==> config.mk <==
export PLATFORM = sky130hd
export DESIGN_NAME = sobel_frame_ctrl_flat
export DESIGN_NICKNAME = d
export VERILOG_FILES = /design/src/rtl/sobel_frame_ctrl_if.sv /design/src/rtl/sobel_frame_ctrl.sv /design/src/flat_wrapper.sv
export SDC_FILE = /design/constraint.sdc
export NUM_CORES = 1
export LEC_CHECK = 0
export BUFFER_PORTS_ARGS = -buffer_cell sky130_fd_sc_hd__buf_2
export CAP_MARGIN = 20
export CELL_PAD_IN_SITES_DETAIL_PLACEMENT = 1
export CELL_PAD_IN_SITES_GLOBAL_PLACEMENT = 2
export CORE_MARGIN = 1
export CORE_UTILIZATION = 30
export DETAILED_ROUTE_END_ITERATION = 10
export PLACE_DENSITY_LB_ADDON = 0.1
export SYNTH_ARGS = -nofsm -noshare
export SYNTH_HDL_FRONTEND = slang
export SYNTH_SLANG_ARGS = --single-unit
export TNS_END_PERCENT = 10
==> constraint.sdc <==
create_clock -name clk -period 9.1 [get_ports clk]
set_clock_uncertainty 0.2 [all_clocks]
set_input_delay 0.91 -clock clk [delete_from_list [all_inputs] [get_ports clk]]
set_output_delay 0.91 -clock clk [all_outputs]
set_load 0.05 [all_outputs]
==> src/rtl/sobel_frame_ctrl_if.sv <==
// Source-read, filter and destination-write signals between the frame
// sequencer (master) and the memories/filter around it (slave).
interface sobel_frame_ctrl_if #(
    parameter int ADDR_W = 16
);
    logic              src_rd_en;
    logic [ADDR_W-1:0] src_rd_addr;
    logic [7:0]        src_rd_data;
    logic              flt_rst;
    logic [7:0]        flt_pixel;
    logic              flt_valid;
    logic [7:0]        flt_out;
    logic              flt_out_valid;
    logic              dst_ready;
    logic              dst_wr_en;
    logic [ADDR_W-1:0] dst_wr_addr;
    logic [7:0]        dst_wr_data;

    modport master (
        output src_rd_en, src_rd_addr, flt_rst, flt_pixel, flt_valid,
               dst_wr_en, dst_wr_addr, dst_wr_data,
        input  src_rd_data, flt_out, flt_out_valid, dst_ready
    );

    modport slave (
        input  src_rd_en, src_rd_addr, flt_rst, flt_pixel, flt_valid,
               dst_wr_en, dst_wr_addr, dst_wr_data,
        output src_rd_data, flt_out, flt_out_valid, dst_ready
    );
endinterface

==> src/rtl/sobel_frame_ctrl.sv <==
// Frame sequencer for the streaming Sobel filter: resets the filter, streams
// one frame from source memory into it and writes the magnitudes to the
// destination through a 4-deep FIFO that absorbs destination back-pressure.
module sobel_frame_ctrl #(
    parameter int IMG_W  = 256,
    parameter int IMG_H  = 256,
    parameter int ADDR_W = 16
) (
    input  logic               clk,
    input  logic               rst_n,
    input  logic               start,
    input  logic               abort,
    output logic               busy,
    output logic               done,
    sobel_frame_ctrl_if.master bus
);
    localparam int                NPIX      = IMG_W * IMG_H;
    localparam logic [ADDR_W-1:0] LAST_ADDR = ADDR_W'(NPIX - 1);

    typedef enum logic [2:0] {S_IDLE, S_INIT, S_RUN, S_DRAIN, S_DONE} state_t;
    state_t state, state_n;

    // vld_pipe[1]: read issued last cycle (pixel at filter now),
    // vld_pipe[2]: read issued two cycles ago (filter result visible now).
    logic [2:1]        vld_pipe;
    logic [ADDR_W-1:0] rd_addr, wr_addr;
    logic [7:0]        fifo_mem [4];
    logic [1:0]        wr_ptr, rd_ptr;
    logic [2:0]        fifo_cnt, fifo_cnt_n, occ;
    logic              in_flow, kill, rd_issue, push, pop;

    assign in_flow = (state == S_RUN) || (state == S_DRAIN);
    assign kill    = abort && (state == S_INIT || in_flow);

    // Every issued read holds a FIFO slot until its result lands, so issuing
    // only while occupancy < 4 makes FIFO overflow impossible.
    assign occ        = fifo_cnt + {2'b0, vld_pipe[1]} + {2'b0, vld_pipe[2]};
    assign rd_issue   = (state == S_RUN) && !abort && (occ < 3'd4);
    assign push       = in_flow && vld_pipe[2] && bus.flt_out_valid;
    assign pop        = in_flow && !abort && bus.dst_ready && (fifo_cnt != 3'd0);
    assign fifo_cnt_n = fifo_cnt + {2'b0, push} - {2'b0, pop};

    // Next-state logic; DRAIN looks at next-cycle occupancy so done follows
    // the last write directly.
    always_comb begin
        state_n = state;
        case (state)
            S_IDLE:  if (start) state_n = S_INIT;
            S_INIT:  state_n = S_RUN;
            S_RUN:   if (rd_issue && rd_addr == LAST_ADDR) state_n = S_DRAIN;
            S_DRAIN: if (!vld_pipe[1] && fifo_cnt_n == 3'd0) state_n = S_DONE;
            S_DONE:  state_n = S_IDLE;
            default: state_n = S_IDLE;
        endcase
        if (kill) state_n = S_IDLE;
    end

    // State, counters, read pipeline and FIFO pointers.
    always_ff @(posedge clk) begin
        if (!rst_n) begin
            state    <= S_IDLE;
            vld_pipe <= '0;
            rd_addr  <= '0;
            wr_addr  <= '0;
            wr_ptr   <= '0;
            rd_ptr   <= '0;
            fifo_cnt <= '0;
        end else begin
            state    <= state_n;
            vld_pipe <= kill ? 2'b00 : {vld_pipe[1], rd_issue};
            if (state == S_INIT) begin
                rd_addr  <= '0;
                wr_addr  <= '0;
                wr_ptr   <= '0;
                rd_ptr   <= '0;
                fifo_cnt <= '0;
            end else begin
                if (rd_issue) rd_addr <= rd_addr + 1'b1;
                if (pop) begin
                    wr_addr <= wr_addr + 1'b1;
                    rd_ptr  <= rd_ptr + 1'b1;
                end
                if (push) wr_ptr <= wr_ptr + 1'b1;
                fifo_cnt <= fifo_cnt_n;
            end
        end
    end

    // FIFO storage; cleared on reset so the head reads 0 out of reset.
    always_ff @(posedge clk) begin
        if (!rst_n) begin
            for (int i = 0; i < 4; i++) fifo_mem[i] <= '0;
        end else if (push) begin
            fifo_mem[wr_ptr] <= bus.flt_out;
        end
    end

    assign bus.src_rd_en   = rd_issue;
    assign bus.src_rd_addr = rd_addr;
    assign bus.flt_rst     = !rst_n || (state == S_INIT);
    assign bus.flt_valid   = vld_pipe[1];
    assign bus.flt_pixel   = vld_pipe[1] ? bus.src_rd_data : 8'd0;
    assign bus.dst_wr_en   = pop;
    assign bus.dst_wr_addr = wr_addr;
    assign bus.dst_wr_data = fifo_mem[rd_ptr];
    assign busy            = (state == S_INIT) || in_flow;
    assign done            = (state == S_DONE);
endmodule

==> src/flat_wrapper.sv <==
// flat-port wrapper written by rule: the top's interface ports become plain ports
module sobel_frame_ctrl_flat 
#(
    parameter int IMG_W  = 256,
    parameter int IMG_H  = 256,
    parameter int ADDR_W = 16
)
  (clk, rst_n, start, abort, busy, done, bus_src_rd_en, bus_src_rd_addr, bus_flt_rst, bus_flt_pixel, bus_flt_valid, bus_dst_wr_en, bus_dst_wr_addr, bus_dst_wr_data, bus_src_rd_data, bus_flt_out, bus_flt_out_valid, bus_dst_ready);
  sobel_frame_ctrl_if #(.ADDR_W(ADDR_W)) bus_i ();
  input  logic clk;
  input  logic rst_n;
  input  logic start;
  input  logic abort;
  output logic busy;
  output logic done;
  output wire logic [$bits(bus_i.src_rd_en)-1:0] bus_src_rd_en;
  output wire logic [$bits(bus_i.src_rd_addr)-1:0] bus_src_rd_addr;
  output wire logic [$bits(bus_i.flt_rst)-1:0] bus_flt_rst;
  output wire logic [$bits(bus_i.flt_pixel)-1:0] bus_flt_pixel;
  output wire logic [$bits(bus_i.flt_valid)-1:0] bus_flt_valid;
  output wire logic [$bits(bus_i.dst_wr_en)-1:0] bus_dst_wr_en;
  output wire logic [$bits(bus_i.dst_wr_addr)-1:0] bus_dst_wr_addr;
  output wire logic [$bits(bus_i.dst_wr_data)-1:0] bus_dst_wr_data;
  input wire logic [$bits(bus_i.src_rd_data)-1:0] bus_src_rd_data;
  input wire logic [$bits(bus_i.flt_out)-1:0] bus_flt_out;
  input wire logic [$bits(bus_i.flt_out_valid)-1:0] bus_flt_out_valid;
  input wire logic [$bits(bus_i.dst_ready)-1:0] bus_dst_ready;
  assign bus_src_rd_en = bus_i.src_rd_en;
  assign bus_src_rd_addr = bus_i.src_rd_addr;
  assign bus_flt_rst = bus_i.flt_rst;
  assign bus_flt_pixel = bus_i.flt_pixel;
  assign bus_flt_valid = bus_i.flt_valid;
  assign bus_dst_wr_en = bus_i.dst_wr_en;
  assign bus_dst_wr_addr = bus_i.dst_wr_addr;
  assign bus_dst_wr_data = bus_i.dst_wr_data;
  assign bus_i.src_rd_data = bus_src_rd_data;
  assign bus_i.flt_out = bus_flt_out;
  assign bus_i.flt_out_valid = bus_flt_out_valid;
  assign bus_i.dst_ready = bus_dst_ready;
  sobel_frame_ctrl #(.IMG_W(IMG_W), .IMG_H(IMG_H), .ADDR_W(ADDR_W)) u_core (.clk(clk), .rst_n(rst_n), .start(start), .abort(abort), .busy(busy), .done(done), .bus(bus_i));
endmodule
==> results of run 1 <==
[through the flow]
step	power [mW]	cell area [µm²]	worst slack, ns
6_report	0.790	4470	5.64
3_5_place_dp	0.413	4150	5.26
2_1_floorplan	0.398	3620	5.03
4_1_cts	0.803	4460	5.59
3_3_place_gp	0.412	4150	5.40
5_1_grt	0.820	4460	5.46
[worst paths after layout]
check	slack (ns)	from	cells past startpoint	endpoint
max reg2reg	5.88	u_core.state[1]	11	u_core.state[0]
min reg2reg	0.29	u_core.bus.dst_wr_addr[15]	2	u_core.bus.dst_wr_addr[15]
max	5.64	abort	4	bus_src_rd_en
min	0.29	u_core.bus.dst_wr_addr[15]	2	u_core.bus.dst_wr_addr[15]
[final cells by class]
class | count | area, µm² | area share (%)
Clock inverter | 6 | 87.6 | 1.96
Tap cell | 143 | 179 | 4.01
Timing Repair Buffer | 79 | 405 | 9.08
Antenna cell | 1 | 2.50 | 0.0560
Clock buffer | 10 | 229 | 5.13
Sequential cell | 78 | 1880 | 42.1
Multi-Input combinational cell | 235 | 1630 | 36.5
Inverter | 13 | 48.8 | 1.09
[cell usage after synthesis, drive strengths merged, types with 2 or more instances]
master / n
a21o: 2
a21oi: 23
and2: 35
and3: 11
and4: 3
buf: 3
clkbuf: 13
dfxtp: 46
edfxtp: 32
ha: 5
inv: 13
mux4: 8
nand2: 13
nand3: 14
nand4: 6
nor2: 25
nor3: 3
nor3b: 3
nor4b: 2
o21a: 2
o21ai: 11
o31ai: 14
or2: 3
or3: 8
or4: 15
or4b: 3
xnor2: 8
xor2: 4
[state kept, by name, indices dropped and copies added (netlist names), named ones only]
register                cells
u_core.state                3
u_core.fifo_cnt             3
u_core.rd_ptr               2
u_core.bus.src_rd_addr     16
u_core.bus.dst_wr_addr     16
u_core.fifo_mem            32
u_core.vld_pipe             2
u_core.wr_ptr               2
[report_power, final]
group | total [mW] | switching [mW] | internal [mW]
clock | 0.386 | 0.146 | 0.240
combinational | 0.0335 | 0.0235 | 0.00996
sequential | 0.371 | 0.00228 | 0.368
[worst reg2reg max path: stages, from the launching register on]
cell and delay [ns]:
dfxtp_1 0.44, or3b_1 0.50, nor2_1 0.38, ha_1 0.30, inv_1 0.06, ha_1 0.13, inv_1 0.05, fa_1 0.37
xnor3_1 0.24, nand3_1 0.15, a31oi_1 0.20, a21oi_1 0.08
[logic make-up after synthesis]
logic type / Yosys count / synth area share [%]
mux: 9 / 5.25
flops: 78 / 51.9
buf+inv: 29 / 3.07
simple gates: 150 / 24.3
fa+ha+maj: 6 / 2.28
compound gates: 57 / 9.70
xor+xnor: 13 / 3.52
[per-layer routing]
metal | track usage (%) | up-vias | part of all wire [%] | wire, µm
met3 | 3.97 | 10 | 4.6 | 410
met4 | 6.76 | 0 | 1.6 | 146
met1 | 18.8 | 1363 | 45 | 3990
met2 | 26.0 | 45 | 49 | 4380
li1 | - | 1411 | - | -
met5 | 0 | - | 0 | 0
==> reports/results.txt, run 1 <==
Syn-to-layout area delta: 23.2%
DRC: 8
vias per inst: 5.01
Initial Util: 31.2%
Mapped Nets: 370
max-slew violations: 0
Synth top area share: 26.5%
Max clock buf depth: 2
Bufs and invs on worst path: 2
final hold vios: 0
Syn. warnings: 0
Detail Placement HPWL: 6.28 mm
IO Port Bufs: 75
Max-slew headroom: 35.6%
Placer Congestion: 0.676
share of layout cells above drive strength 1: 25.2%
setup bufs post-CTS: 0
Mean Syn Cell Area: 10.6 µm²
TNS Setup: 0 ns
DRT Pass-1 Iters: 7
Async SR Flop Fraction: 0%
WP data arrival: 2.35 ns
# setup viols final: 0
drt total wl: 8.93 mm
Hold Path Class: reg -> reg
Final ANT Viol Nets: 0
post-synthesis instance total: 342
Max Freq: 0.289 GHz
fin cells: 565
CTS buffer count: 9
Post-synth EDFFs: 32
row count: 39
largest net degree at the start of global routing: 39
routed len/inst: 15.8 µm
slowest stage cell, crit path: or4b_4
count of cell types in the netlist: 45
status: finished with violations
H-tree depth: 3
largest area contributor in the synthesized netlist: edfxtp_1
initial antenna violation count: 0
Final #Nets: 444
commonest non-fill, non-tap cell in the layout: buf_2
number of global-route vias before repair: 2,891
ranking of synthesized cells by area: edfxtp_1 27%, dfxtp_1 25%, and2_1 6.0%
Via Count: 2,829
power density over the cells: 177 nW/µm²
cts hold-fix bufs: 0
failing checks: design-rule violations
delay-heaviest family, CP: simple AND/OR/NAND/NOR gates
sequential share of the synthesized area: 51.9%
Worst EP required: 7.99 ns
Worst-path clk slew: 0.06 ns
startpoint types: input port
Mapped Area: 3620 µm²
Main synth FF type: dfxtp_1
CORE AREA: 11,600 µm²
Clock Latency Late Sink: 0.34 ns
total track usage: 15.5%
CTS tree: yes
first-pass GRT wire length: 14.9 mm
Clock Sinks: 78
WHS: 0.288 ns
final cycle utilization of the critical path: 38.1%
initial DRC count: 94
fillcell total: 1,334
maximum VDD drop: 88.7 µV
Worst Tran Pin Value: 0.959 ns
DIE AREA: 12,500 µm²
Util after Layout: 38.5%
Final min period: 3.46 ns
Crit. End Element: output port
worst stage delay on the critical path: 0.51 ns
number of synthesized register bits: 78
clock root buffer: clkbuf_16
die width: 112 µm
die height: 112 µm
IO Pins: 76
Max Cap Viol: 0
placed cell count: 548
GR Overflow Total: 0
crit path kind: in -> out
worst-path fanout max: 6
post-CTS sizing: 0
Static Leak: 1.76 nW
worst-path cell chain: buf_2 -> or4b_4 -> a221oi_2 -> buf_2
RSZ-0062 raised after global routing: false
most frequent cells in the layout: 75 x buf_2, 46 x dfxtp_1, 35 x and2_1
cell seen most often among critical-path stages: buf_2
Power figures use the tool's default switching activity.
==> run 2, diff against run 1 <==
==> constraint.sdc (replaced) <==
create_clock -name clk -period 3.56 [get_ports clk]
set_clock_uncertainty 0.2 [all_clocks]
set_input_delay 0.356 -clock clk [delete_from_list [all_inputs] [get_ports clk]]
set_output_delay 0.356 -clock clk [all_outputs]
set_load 0.05 [all_outputs]
==> reports/results.txt, run 2 (same netlist as run 1, synthesis figures left out) <==
slowest stage cell, crit path: o31ai_1
Hold Path Class: in -> reg
CORE AREA: 11,600 µm² (unchanged)
IO Port Bufs: 75 (unchanged)
CTS buffer count: 9 (unchanged)
startpoint types: flop
Max-slew headroom: 43.7% (+8.1 points)
Max clock buf depth: 2 (unchanged)
Max Freq: 0.338 GHz
fillcell total: 1,312 (-1.6%)
IO Pins: 76 (unchanged)
RSZ-0062 raised after global routing: false
vias per inst: 5.02 (+0.35%)
Final min period: 2.95 ns
die height: 112 µm (unchanged)
total power: 1.89 mW (+140%)
max-slew violations: 0 (unchanged)
Bufs and invs on worst path: 2 (unchanged)
worst stage delay on the critical path: 0.59 ns (+0.08 ns)
max reg flops: 32 (unchanged)
Max Cap Viol: 0 (unchanged)
largest net degree at the start of global routing: 39 (unchanged)
initial antenna violation count: 0 (unchanged)
worst-path fanout max: 7 (+1)
# setup viols final: 0 (unchanged)
die width: 112 µm (unchanged)
drt total wl: 9.01 mm (+0.87%)
most frequent cells in the layout: 75 x buf_2, 46 x dfxtp_1, 35 x and2_1
final cycle utilization of the critical path: 83.0%
fin cells: 567 (+0.35%)
Clock Latency Late Sink: 0.34 ns (about the same)
ant diodes: 0 (-1)
delay-heaviest family, CP: compound AO/OA/AOI/OAI gates
power density over the cells: 424 nW/µm² (+140%)
final hold vios: 0 (unchanged)
setup slack, reg-to-reg: 0.61 ns (-5.27 ns)
TNS Setup: 0 ns (unchanged)
first-pass GRT wire length: 14.6 mm (-2.3%)
placed cell count: 551 (+0.55%)
CTS tree: yes
post-CTS sizing: 0 (unchanged)
Crit. End Element: flop
status: finished with violations
Final ANT Viol Nets: 0 (unchanged)
Clock Sinks: 78 (unchanged)
DIE AREA: 12,500 µm² (unchanged)
share of layout cells above drive strength 1: 26.4% (+1.2 points)
clock root buffer: clkbuf_16
H-tree depth: 3 (unchanged)
total track usage: 15.3% (-0.15 points)
number of global-route vias before repair: 2,869 (-0.76%)
WP data arrival: 2.99 ns (+0.64 ns)
Via Count: 2,849 (+0.71%)
most flop-heavy register: u_core.fifo_mem
crit path kind: reg -> reg
cts hold-fix bufs: 0 (unchanged)
initial DRC count: 117 (+24%)
DRT Pass-1 Iters: 7 (unchanged)
Worst Tran Pin Value: 0.839 ns (-0.120 ns)
worst-path cell chain: o31ai_1 -> nor2_1 -> ha_1 -> inv_1 -> ha_1 -> inv_1 -> fa_1 -> xnor3_1 -> nand3_1 -> a31oi_1 -> a21oi_1
Syn-to-layout area delta: 22.8%
commonest non-fill, non-tap cell in the layout: buf_2
maximum VDD drop: 226 µV (+150%)
row count: 39 (unchanged)
Detail Placement HPWL: 6.50 mm (+3.5%)
routed len/inst: 15.9 µm (+0.52%)
Worst-path clk slew: 0.06 ns (about the same)
failing checks: design-rule violations
Worst EP required: 3.59 ns (-4.40 ns)
GR Overflow Total: 0 (unchanged)
Final #Nets: 447 (+0.68%)
DRC: 4 (-4)
setup bufs post-CTS: 0 (unchanged)
Initial Util: 31.2% (unchanged)
Static Leak: 1.76 nW (+0.21%)
Placer Congestion: 0.681 (+0.68%)
[run 2: changes by cell type in the layout (fill, tap and decap cells not counted), sizes merged]
cell,delta
clkinv,+3
diode,-1
clkbuf,-1
bufinv,-2
buf,+3
[run 2: worst paths after layout]
check	startpoint	end	cells past startpoint
worst max register to register	u_core.fifo_cnt[1]	u_core.state[0]	11
worst max-delay path	u_core.fifo_cnt[1]	u_core.state[0]	11
worst min-delay path	abort	u_core.state[1]	2
worst min register to register	u_core.bus.dst_wr_addr[15]	u_core.bus.dst_wr_addr[15]	2
[run 2: cell type report]
| class | instances | area (µm²) | share of cell area (%) |
|---|---|---|---|
| sequential | 78 | 1880 | 42.3 |
| multi-input combinational | 235 | 1640 | 36.8 |
| inverter | 13 | 48.8 | 1.10 |
| clock inverter | 7 | 51.3 | 1.15 |
| tap | 143 | 179 | 4.02 |
| timing repair buffer | 82 | 428 | 9.61 |
| clock buffer | 9 | 225 | 5.06 |
[run 2: per-stage QoR]
step	hold slack (ns)	cell area (µm²)	util, %	worst slack [ns]
global placement	0.262	4170	35.9	0.626
detailed placement	0.280	4170	35.9	0.557
global route	0.0608	4450	38.3	0.278
finish	0.0479	4450	38.3	0.605
CTS	0.0339	4450	38.3	0.565
floorplan	0.233	3620	-	0.00125
[run 2: power breakdown]
part           switching, mW  total, mW  internal [mW]  leakage [nW]
clock                  0.382      0.855          0.473         0.131
combinational         0.0608     0.0864         0.0256         0.932
sequential           0.00594      0.948          0.942         0.700
total                  0.449       1.89           1.44          1.76
[run 2: layer usage]
| metal | part of all wire (%) | global-route usage (%) | vias up |
|---|---|---|---|
| met5 | 0 | 0 | - |
| met4 | 1.1 | 4.59 | 0 |
| met3 | 4.5 | 5.39 | 8 |
| met2 | 50 | 27.0 | 46 |
| met1 | 44 | 17.4 | 1378 |
| li1 | - | - | 1417 |
